<file path="src/rtl/seq_detector_pkg.sv">
// Shared helpers for seq_detector_n: state-width sizing and the
// prefix/suffix search that builds the KMP-style transition table.
package seq_detector_pkg;

  // Longest pattern the search helpers are written to handle.
  localparam int MAX_WIDTH = 16;

  // Bits needed to hold a matched-prefix length 0..width.
  function automatic int state_width(input int width);
    return $clog2(width + 1);
  endfunction

  // Longest prefix of the pattern (length <= cap) that is a suffix of the
  // string formed by the first k pattern bits followed by bit b.
  // The pattern is read MSB first: bit i of the sequence is pattern[width-1-i].
  function automatic int border(input logic [MAX_WIDTH-1:0] pattern,
                                input int width, input int k,
                                input logic b, input int cap);
    int   n;
    int   best;
    int   idx;
    logic ok;
    logic sbit;
    n    = k + 1;
    best = 0;
    for (int l = 1; l <= MAX_WIDTH; l++) begin
      if (l <= n && l <= cap) begin
        ok = 1'b1;
        for (int j = 0; j < MAX_WIDTH; j++) begin
          if (j < l) begin
            idx  = n - l + j;
            sbit = (idx == k) ? b : pattern[width-1-idx];
            if (sbit != pattern[width-1-j]) ok = 1'b0;
          end
        end
        if (ok) best = l;
      end
    end
    return best;
  endfunction

  // Next matched-prefix length after accepting bit b in state k.
  // Returns width when the bit completes the pattern.
  function automatic int next_len(input logic [MAX_WIDTH-1:0] pattern,
                                  input int width, input int k,
                                  input logic b);
    return border(pattern, width, k, b, width);
  endfunction

endpackage

</file>
<file path="src/rtl/sat_counter.sv">
// Saturating up-counter with synchronous clear and async active-high reset.
module sat_counter #(
  parameter int WIDTH = 8
) (
  input  logic             clk,
  input  logic             rst,
  input  logic             inc,
  input  logic             clr,
  output logic [WIDTH-1:0] count
);

  // Count increments, holding at all-ones; clear beats increment.
  // NOTE: every register here and in the detector gets an explicit reset
  // value because the outputs must read 0 immediately on reset.
  always_ff @(posedge clk or posedge rst) begin
    if (rst) begin
      count <= '0;
    end else if (clr) begin
      count <= '0;
    end else if (inc && (count != '1)) begin
      count <= count + WIDTH'(1);
    end
  end

endmodule

</file>
<file path="src/rtl/seq_detector_n.sv">
// Parametrised Moore sequence detector for a qualified serial bit stream.
// State is the matched-prefix length; transitions come from a table built
// at elaboration. Supports overlap, lock-on-match and a saturating counter.
module seq_detector_n
  import seq_detector_pkg::*;
#(
  parameter int                       PATTERN_WIDTH = 4,
  parameter logic [PATTERN_WIDTH-1:0] PATTERN       = 4'b0110,
  parameter bit                       OVERLAP       = 1'b1,
  parameter bit                       LOCK_ON_MATCH = 1'b0,
  parameter int                       COUNT_WIDTH   = 8
) (
  input  logic                                 CLOCK,
  input  logic                                 RESET,
  input  logic                                 X,
  input  logic                                 VALID,
  input  logic                                 CLEAR,
  output logic                                 Z,
  output logic                                 LOCKED,
  output logic [COUNT_WIDTH-1:0]               MATCH_COUNT,
  output logic [$clog2(PATTERN_WIDTH+1)-1:0]   CurrentState
);

  localparam int SW = state_width(PATTERN_WIDTH);
  localparam logic [MAX_WIDTH-1:0] PAT_EXT = MAX_WIDTH'(PATTERN);

  // Last real state before a match, and where a match sends us.
  localparam logic [SW-1:0] LAST_STATE = SW'(PATTERN_WIDTH - 1);
  localparam logic [SW-1:0] MATCH_NEXT =
    OVERLAP ? SW'(border(PAT_EXT, PATTERN_WIDTH, PATTERN_WIDTH - 1,
                         PATTERN[0], PATTERN_WIDTH - 1))
            : '0;

  logic [SW-1:0] next_on0 [PATTERN_WIDTH];
  logic [SW-1:0] next_on1 [PATTERN_WIDTH];
  logic [SW-1:0] next_state;
  logic          accept;
  logic          hit;
  logic          count_inc;

  // Constant transition table: one entry per state and input bit.
  for (genvar k = 0; k < PATTERN_WIDTH; k++) begin : g_tab
    assign next_on0[k] = SW'(next_len(PAT_EXT, PATTERN_WIDTH, k, 1'b0));
    assign next_on1[k] = SW'(next_len(PAT_EXT, PATTERN_WIDTH, k, 1'b1));
  end

  // Select the table entry for the current state and detect a completed match.
  // NOTE: every signal gets a default first so no path leaves it unassigned
  // and no latch is inferred.
  always_comb begin
    next_state = '0;
    accept     = VALID && !LOCKED;
    hit        = (CurrentState == LAST_STATE) && (X == PATTERN[0]);
    count_inc  = accept && hit && !CLEAR;
    for (int k = 0; k < PATTERN_WIDTH; k++) begin
      if (CurrentState == SW'(k)) next_state = X ? next_on1[k] : next_on0[k];
    end
  end

  // State, match pulse and lock flag; priority RESET > CLEAR > VALID.
  // NOTE: non-blocking assignments so every register samples the
  // pre-edge values regardless of statement order.
  always_ff @(posedge CLOCK or posedge RESET) begin
    if (RESET) begin
      CurrentState <= '0;
      Z            <= 1'b0;
      LOCKED       <= 1'b0;
    end else if (CLEAR) begin
      CurrentState <= '0;
      Z            <= 1'b0;
      LOCKED       <= 1'b0;
    end else begin
      Z <= 1'b0;
      if (accept) begin
        if (hit) begin
          Z            <= 1'b1;
          CurrentState <= MATCH_NEXT;
          if (LOCK_ON_MATCH) LOCKED <= 1'b1;
        end else begin
          CurrentState <= next_state;
        end
      end
    end
  end

  sat_counter #(
    .WIDTH (COUNT_WIDTH)
  ) u_count (
    .clk   (CLOCK),
    .rst   (RESET),
    .inc   (count_inc),
    .clr   (CLEAR),
    .count (MATCH_COUNT)
  );

endmodule

</file>
<file path="config.mk">
export PLATFORM = sky130hd
export DESIGN_NAME = seq_detector_n
export DESIGN_NICKNAME = d
export VERILOG_FILES = /design/src/rtl/seq_detector_pkg.sv /design/src/rtl/sat_counter.sv /design/src/rtl/seq_detector_n.sv
export SDC_FILE = /design/constraint.sdc
export NUM_CORES = 1
export LEC_CHECK = 0
export CORE_MARGIN = 1.5
export CORE_UTILIZATION = 38
export DETAILED_ROUTE_END_ITERATION = 7
export PLACE_DENSITY_LB_ADDON = 0.1
export SETUP_SLACK_MARGIN = 0.05
export SYNTH_ARGS = -nofsm -noshare
export SYNTH_HDL_FRONTEND = slang
export SYNTH_HIERARCHICAL = 1
export SYNTH_SLANG_ARGS = --single-unit
</file>
<file path="constraint.sdc">
create_clock -name CLOCK -period 4.7 [get_ports CLOCK]
set_clock_uncertainty 0.2 [all_clocks]
set_input_delay 0.94 -clock CLOCK [delete_from_list [all_inputs] [get_ports CLOCK]]
set_output_delay 0.94 -clock CLOCK [all_outputs]
set_load 0.02 [all_outputs]
</file>
-- Word level (Yosys, flattened, before mapping)
Cells that the tools add are included.
- bitwise gates (word level): 1
- muxes and demuxes: 16
- reductions and logical operators: 8
- eq/ne operators: 4
- add/subtract/negate cells: 1
- operators by type and width (cell ; number):
    2-to-1 mux 3 bit ; 7
    2-to-1 mux 8 bit ; 2
    adder 8 x 1 -> 8 bit, second input constant ; 1
    != test 8 bit, second input constant ; 1
    == test 3 x 2 -> 1 bit, second input constant ; 2
    2-to-1 mux 1 bit ; 5
    logical AND 1 bit ; 4
    2-to-1 mux 2 bit ; 2
    nonzero test 2 bit ; 2
    == test 3 x 1 -> 1 bit, second input constant ; 1
    zero test 3 bit ; 1
    zero test 1 bit ; 1
    NOT 1 bit ; 1
- register bits after elaboration: 12
- input bits: 5
- logic and storage cells: 33

-- Longest topological paths before layout
Gate-level depths: netlist of run 1.
- depth after elaboration: 8
- gate-level depth with buffers: 5

-- Hierarchy
Netlist of run 1, hierarchy kept.
- by module, submodules not included (module ; sequential area each (um^2) ; instances ; cells each ; area each (um^2)):
    sat_counter ; 200.2 ; 1 ; 49 ; 504.2
    seq_detector_n ; 75.1 ; 1 ; 17 ; 157.7

-- Least setup slack after synthesis of run 1
No wires, ideal clock.
- kind: input -> register
- start: input port X
- end: register u_count.count[5]
- required time: 4.375 ns
- path slack: 2.301 ns
- cell stages on the path: 5
- data arrival time: 2.074 ns
- cell sequence: nand4b_1 -> nor2_1 -> nand4_1 -> a211oi_2 -> mux2_4
- word-level cells in the longest chain between the ends: 6
- RTL lines (what ; RTL line ; text):
    start, declared ; seq_detector_n.sv:15 ; input logic X,
    NOT 1 bit ; seq_detector_n.sv:53 ; hit = (CurrentState == LAST_STATE) && (X == PATTERN[0]);
    logical AND 1 bit ; seq_detector_n.sv:53 ;
    logical AND 1 bit (2 in a row) ; seq_detector_n.sv:54 ; count_inc = accept && hit && !CLEAR;
    net count_inc ; seq_detector_n.sv:39 ; logic count_inc;
    logical AND 1 bit ; sat_counter.sv:20 ; end else if (inc && (count != '1)) begin
    nonzero test 2 bit (no source line) ; n/a ;
    end signal, assigned ; sat_counter.sv:21 ; count <= count + WIDTH'(1);
    end, declared ; sat_counter.sv:9 ; output logic [WIDTH-1:0] count
The timed path passes the listed nets, and every way through them passes these cells.
A chain may end at the register's enable or synchronous reset.

-- Worst setup path in the final report of run 1
- start: input port CLEAR
- end: register u_count.count[5]
- word-level cells in the longest chain between the ends: 4
- elaborated cells on any way between the ends: 5
- RTL lines (what ; RTL line ; text):
    start, declared ; seq_detector_n.sv:17 ; input logic CLEAR,
    zero test 1 bit ; seq_detector_n.sv:54 ;
    logical AND 1 bit ; seq_detector_n.sv:54 ;
    net count_inc ; seq_detector_n.sv:39 ;
    logical AND 1 bit ; sat_counter.sv:20 ;
    nonzero test 2 bit (no source line) ; n/a ;
The timed path passes the listed nets, and every way through them passes these cells.

==> results of run 1 <==
## worst min path at each step
stage                          start                to  slack (ns)
floorplan           u_count/count[1]  u_count/count[1]        0.44
global placement    u_count/count[1]  u_count/count[1]        0.37
detailed placement  u_count/count[1]  u_count/count[1]        0.38
CTS                 u_count/count[1]  u_count/count[1]        0.39
global route        u_count/count[1]  u_count/count[1]        0.40
finish              u_count/count[1]  u_count/count[1]        0.39
## state kept, by name, indices dropped and copies added, names as in the netlist
signal	count
u_count/count	8
Z	1
CurrentState	2
## worst register-to-register path: stages, from the launching register on
cell and delay [ns]:
dfrtp_1 0.44, nand4b_1 0.12, nor2_1 0.31, nand4_1 0.25, a211oi_2 0.28, mux2_4 0.32
## metrics by stage
| step | hold slack (ns) | area (um2) | setup WS (ns) |
|---|---|---|---|
| detailed placement | 0.379 | 806 | 1.61 |
| CTS | 0.392 | 832 | 1.90 |
| global placement | 0.370 | 806 | 1.69 |
| global route | 0.403 | 832 | 1.74 |
| finish | 0.390 | 832 | 1.84 |
| floorplan | 0.438 | 666 | 2.30 |
## synthesized netlist by cell type, types with 2 or more instances
master / count
nor2b_1: 5
dfrtp_1: 11
a21oi_2: 2
nor2_1: 6
a21oi_1: 3
nand2b_1: 2
buf_4: 2
mux2_4: 4
nand4_1: 2
nand4b_1: 3
nand2_1: 4
nand3_1: 2
inv_1: 4
## power breakdown
| group | leakage [nW] | switching, mW | total (mW) | internal, mW |
|---|---|---|---|---|
| sequential | 0.153 | 0.00129 | 0.0967 | 0.0954 |
| clock | 0.0150 | 0.0315 | 0.0644 | 0.0329 |
| combinational | 0.200 | 0.00922 | 0.0157 | 0.00644 |
## layer usage
layer / vias to the layer above / GRT usage [%] / share of wire [%]
met5: - / 0 / 0
met4: 0 / 5.45 / 0.29
met3: 2 / 6.00 / 6.3
met2: 19 / 25.5 / 44
met1: 255 / 20.9 / 49
li1: 265 / - / -
## cells by family (layout without fill, tap and decap cells)
family	count (synthesis)	after routing	synth area share [%]
muxes	5	5	10.6
and+or+nand+nor	28	28	23.8
DFF	11	11	41.6
other	1	2	0.567
AOI/OAI and AO/OA	12	12	14.7
buffers and inverters	8	23	6.80
adders and majority gates	1	1	1.89
## final cells by class
type	count	area, um2
well taps	16	20.0
fillers	150	727
repair buffers	15	150
inverters	4	15.0
multi-input cells	48	345
flip-flops and latches	11	275
clock buffers	4	26.3
==> results.yml, run 1 <==
placement:
  gp_congestion: 0.828
  port_buffers: 15
  dp_cells: 94
  dp_hpwl_um: 963
layout:
  finish.net_count: 89
  area_growth_pct: 25.7
  final_common_cell: "clkdlybuf4s50_1"
  insertedDiodeCount: 0
  stdcell_count: 98
  mostFrequentLayoutCells: "clkdlybuf4s50_1 (15), dfrtp_1 (11), nor2_1 (6), nor2b_1 (5)"
  fin_util_pct: 53.4
  drive_gt1_share_pct: 13.4
critical_path:
  startpoint_type: "input port"
  critPathSlowestCell: "clkdlybuf4s50_1"
  reg2reg_to: "u_count/count[5]"
  r2r_slack_ns: 2.67
  r2r-start: "CurrentState[0]"
  path_buf_inv: 1
  ff2ff_path_depth: 5
  cp_data_arrival_time_ns: 2.82
  worst-path-max-fanout: 13
  path_delay_family: "simple AND/OR/NAND/NOR gates"
  cp.required_ns: 4.66
  worstSetupPathType: "in2reg"
  path_depth: 5
  crit_path_end: "u_count/count[5]"
  cp-end-kind: "flip-flop"
  path_cells: "clkdlybuf4s50_1 -> nor2_1 -> nand4_1 -> a211oi_2 -> mux2_4"
  startpoint: "CLEAR"
  cpPeakStageDelay_ns: 0.61
power:
  powerDensity_nw_per_um2: 212
  p_total_uw: 177
  peakVddDrop_v: 0.000211
  p_leak_nw: 0.368
routing:
  vias: 541
  wl_um: 1370
  drt-initial-drc-count: 12
  routed_via_density: 5.52
  ant_nets: 0
  first_pass_iters: 4
  drc: 0
  wl_per_cell_um: 14.0
run:
  maxCapViolCount: 0
yosys:
  async_reset_ff_share_pct: 100
  ys_warn_count: 6
  netlist_instances: 66
  synth_area_per_cell_um2: 10.0
  yosysUniqueCellTypes: 29
  yosysTopAreaCell: "dfrtp_1"
  synth-seq-area-share_pct: 41.6
  netlist_top_cells_area: "dfrtp_1 (42%), mux2_4 (9.1%), nor2b_1 (4.7%), nand4b_1 (4.0%), nor2_1 (3.4%)"
  synth-seq-cells: 11
  netlist_area_um2: 662
  synth_top_area_share_pct: 41.6
  synth_ff_type: "dfrtp_1"
  synth_edf_count: 0
clock_tree:
  htree_num_levels: 1
  root_buffer: "clkbuf_4"
  cts_hold_buf: 0
  cts.path.max_buffers: 2
  cts-buffers-inserted: 3
  cts.clk_slew.worst_paths_ns: 0.07
  clkLatencyLatePin_ns: 0.27
  cts_sinks: 11
  post-cts-setup-buffers: 0
  ctsResizeCount: 0
  cts_tree: "built"
timing:
  fin_crit_ns: 2.86
  rsz0062_at_grt: "false"
  max_freq_mhz: 350
  setup_viol: 0
  slew_violations: 0
  setup_tns_ns: 0
  post-route-period-util_pct: 60.8
  hold_viol: 0
die:
  dieArea_um2: 2000
  start_util_pct: 42.5
  io_pins: 18
  die_w_um: 44.7
  fp-row-count: 14
  dieHeight_um: 44.7
  core_area_um2: 1560
status:
  status: "finished, final reports clean"
grt:
  grt_pass1_vias: 510
  grt_pass1_wl_um: 2270
  gr-total-overflow: 0
  grt_max_degree: 14
  antenna_found_initial: 0
  grt_util_all_layers_pct: 16.3
min_path:
  hold_depth: 2
  hold_class: "reg2reg"
Power figures use the tool's default switching activity.
==> inputs of run 2 (changes only) <==
==> constraint.sdc (replaced) <==
create_clock -name CLOCK -period 2.35 [get_ports CLOCK]
set_clock_uncertainty 0.2 [all_clocks]
set_input_delay 0.47 -clock CLOCK [delete_from_list [all_inputs] [get_ports CLOCK]]
set_output_delay 0.47 -clock CLOCK [all_outputs]
set_load 0.02 [all_outputs]
==> results.yml, run 2 (synthesis gave the netlist of run 1 again) <==
layout:
  largest_reg_flops: 8
  insertedDiodeCount: 0
  top_regs: "u_count/count (8), CurrentState (2), Z (1)"
  final_common_cell: "clkdlybuf4s50_1"
  top_register: "u_count/count"
  finish.net_count: 93
  area_growth_pct: 30.2
  fin_util_pct: 55.3
  drive_gt1_share_pct: 17.4
  fin_area_um2: 862
  fillers: 142
  mostFrequentLayoutCells: "clkdlybuf4s50_1 (15), dfrtp_1 (11), nor2_1 (6), nor2b_1 (5)"
grt:
  grt_pass1_wl_um: 2080
  gr-total-overflow: 0
  grt_pass1_vias: 467
  grt_max_degree: 13
  antenna_found_initial: 0
  grt_util_all_layers_pct: 14.9
timing:
  post-route-period-util_pct: 89.1
  fin_crit_ns: 2.09
  slew_violations: 0
  hold_viol: 0
  rsz0062_at_grt: "false"
  max_freq_mhz: 478
  setup_viol: 0
die:
  io_pins: 18
  start_util_pct: 42.5
  dieArea_um2: 2000
  die_w_um: 44.7
  core_area_um2: 1560
  fp-row-count: 14
  dieHeight_um: 44.7
critical_path:
  path_cells: "clkdlybuf4s50_1 -> nand4b_1 -> nor2_1 -> nand4_1 -> a211oi_2 -> mux2_4"
  crit_path_end: "u_count/count[5]"
  cp_data_arrival_time_ns: 2.04
  worstSetupPathType: "in2reg"
  startpoint: "VALID"
  worst-path-max-fanout: 5
  path_depth: 6
  cp.required_ns: 2.30
  reg2reg_to: "u_count/count[5]"
  cp-end-kind: "flip-flop"
  path_delay_family: "buffers and inverters"
  ff2ff_path_depth: 4
  path_buf_inv: 1
  r2r-start: "u_count/count[0]"
  cpPeakStageDelay_ns: 0.54
  critPathSlowestCell: "clkdlybuf4s50_1"
  startpoint_type: "input port"
  r2r_slack_ns: 0.50
routing:
  ant_nets: 0
  wl_um: 1280
  routed_via_density: 5.14
  drt-initial-drc-count: 14
  wl_per_cell_um: 12.6
  vias: 524
  first_pass_iters: 4
  drc: 0
run:
  maxCapViolCount: 0
clock_tree:
  cts.clk_slew.worst_paths_ns: 0.06
  htree_num_levels: 1
  cts.path.max_buffers: 2
  cts_tree: "built"
  cts-buffers-inserted: 3
  ctsResizeCount: 0
  clkLatencyLatePin_ns: 0.26
  cts_hold_buf: 0
  cts_sinks: 11
  root_buffer: "clkbuf_4"
  post-cts-setup-buffers: 0
power:
  sequentialPowerShare_pct: 54.9
  switching_share_pct: 23.0
  p_leak_nw: 0.387
  powerDensity_nw_per_um2: 409
  p_int_uw: 272
  p_total_uw: 353
  pwr-share-clk_pct: 35.6
  p_sw_uw: 81.0
  peakVddDrop_v: 0.000233
  p_comb_share_pct: 9.5
placement:
  port_buffers: 15
  dp_hpwl_um: 979
  gp_congestion: 0.741
  place_area_um2: 836
status:
  status: "finished, final reports clean"
min_path:
  hold_class: "in2async"
run 2: power groups by stage:
stage	clock (mW)	sequential, mW	combinational (mW)
after detailed placement	0	0.197	0.0343
after global placement	0	0.197	0.0338
after CTS	0.132	0.193	0.0341
after floorplan	0	0.199	0.0169
final	0.126	0.194	0.0336
after global routing	0.141	0.194	0.0370
run 2: worst min-delay path by stage:
stage	start	end	slack, ns	depth (start not counted)
floorplan	RESET	CurrentState[0]	0.02	1
global placement	u_count/count[1]	u_count/count[1]	0.36	2
detailed placement	u_count/count[1]	u_count/count[1]	0.37	2
CTS	RESET	Z	0.20	2
global route	RESET	CurrentState[1]	0.21	2
finish	RESET	CurrentState[1]	0.20	2
run 2: metal layers:
metal	part of all wire, %	GRT usage (%)	wire (um)	vias up
met2	41	21.7	529	16
met3	5.5	6.40	71	2
met5	0	0	0	-
met4	1.0	5.45	13	0
met1	52	19.4	669	239
li1	-	-	-	267
run 2: worst register-to-register path: stages, from the launching register on:
cell and delay [ns]:
dfrtp_1 0.42, ha_1 0.27, and3_1 0.26, a211oi_2 0.27
mux2_4 0.32
run 2: final cells by class:
class | count | area [um2] | share of cell area (%)
clock buffers | 4 | 26.3 | 3.05
repair buffers | 19 | 180 | 20.9
inverters | 4 | 15.0 | 1.74
multi-input cells | 48 | 345 | 40.1
flip-flops and latches | 11 | 275 | 31.9
well taps | 16 | 20.0 | 2.32
run 2: metrics by stage:
step	hold WS (ns)	setup TNS, ns	setup slack (ns)	std cells
floorplan	0.0236	0	0.421	67
global placement	0.365	0	0.0358	98
detailed placement	0.367	-0.0204	-0.0204	98
CTS	0.203	0	0.256	102
global route	0.213	0	0.181	102
finish	0.197	0	0.257	102
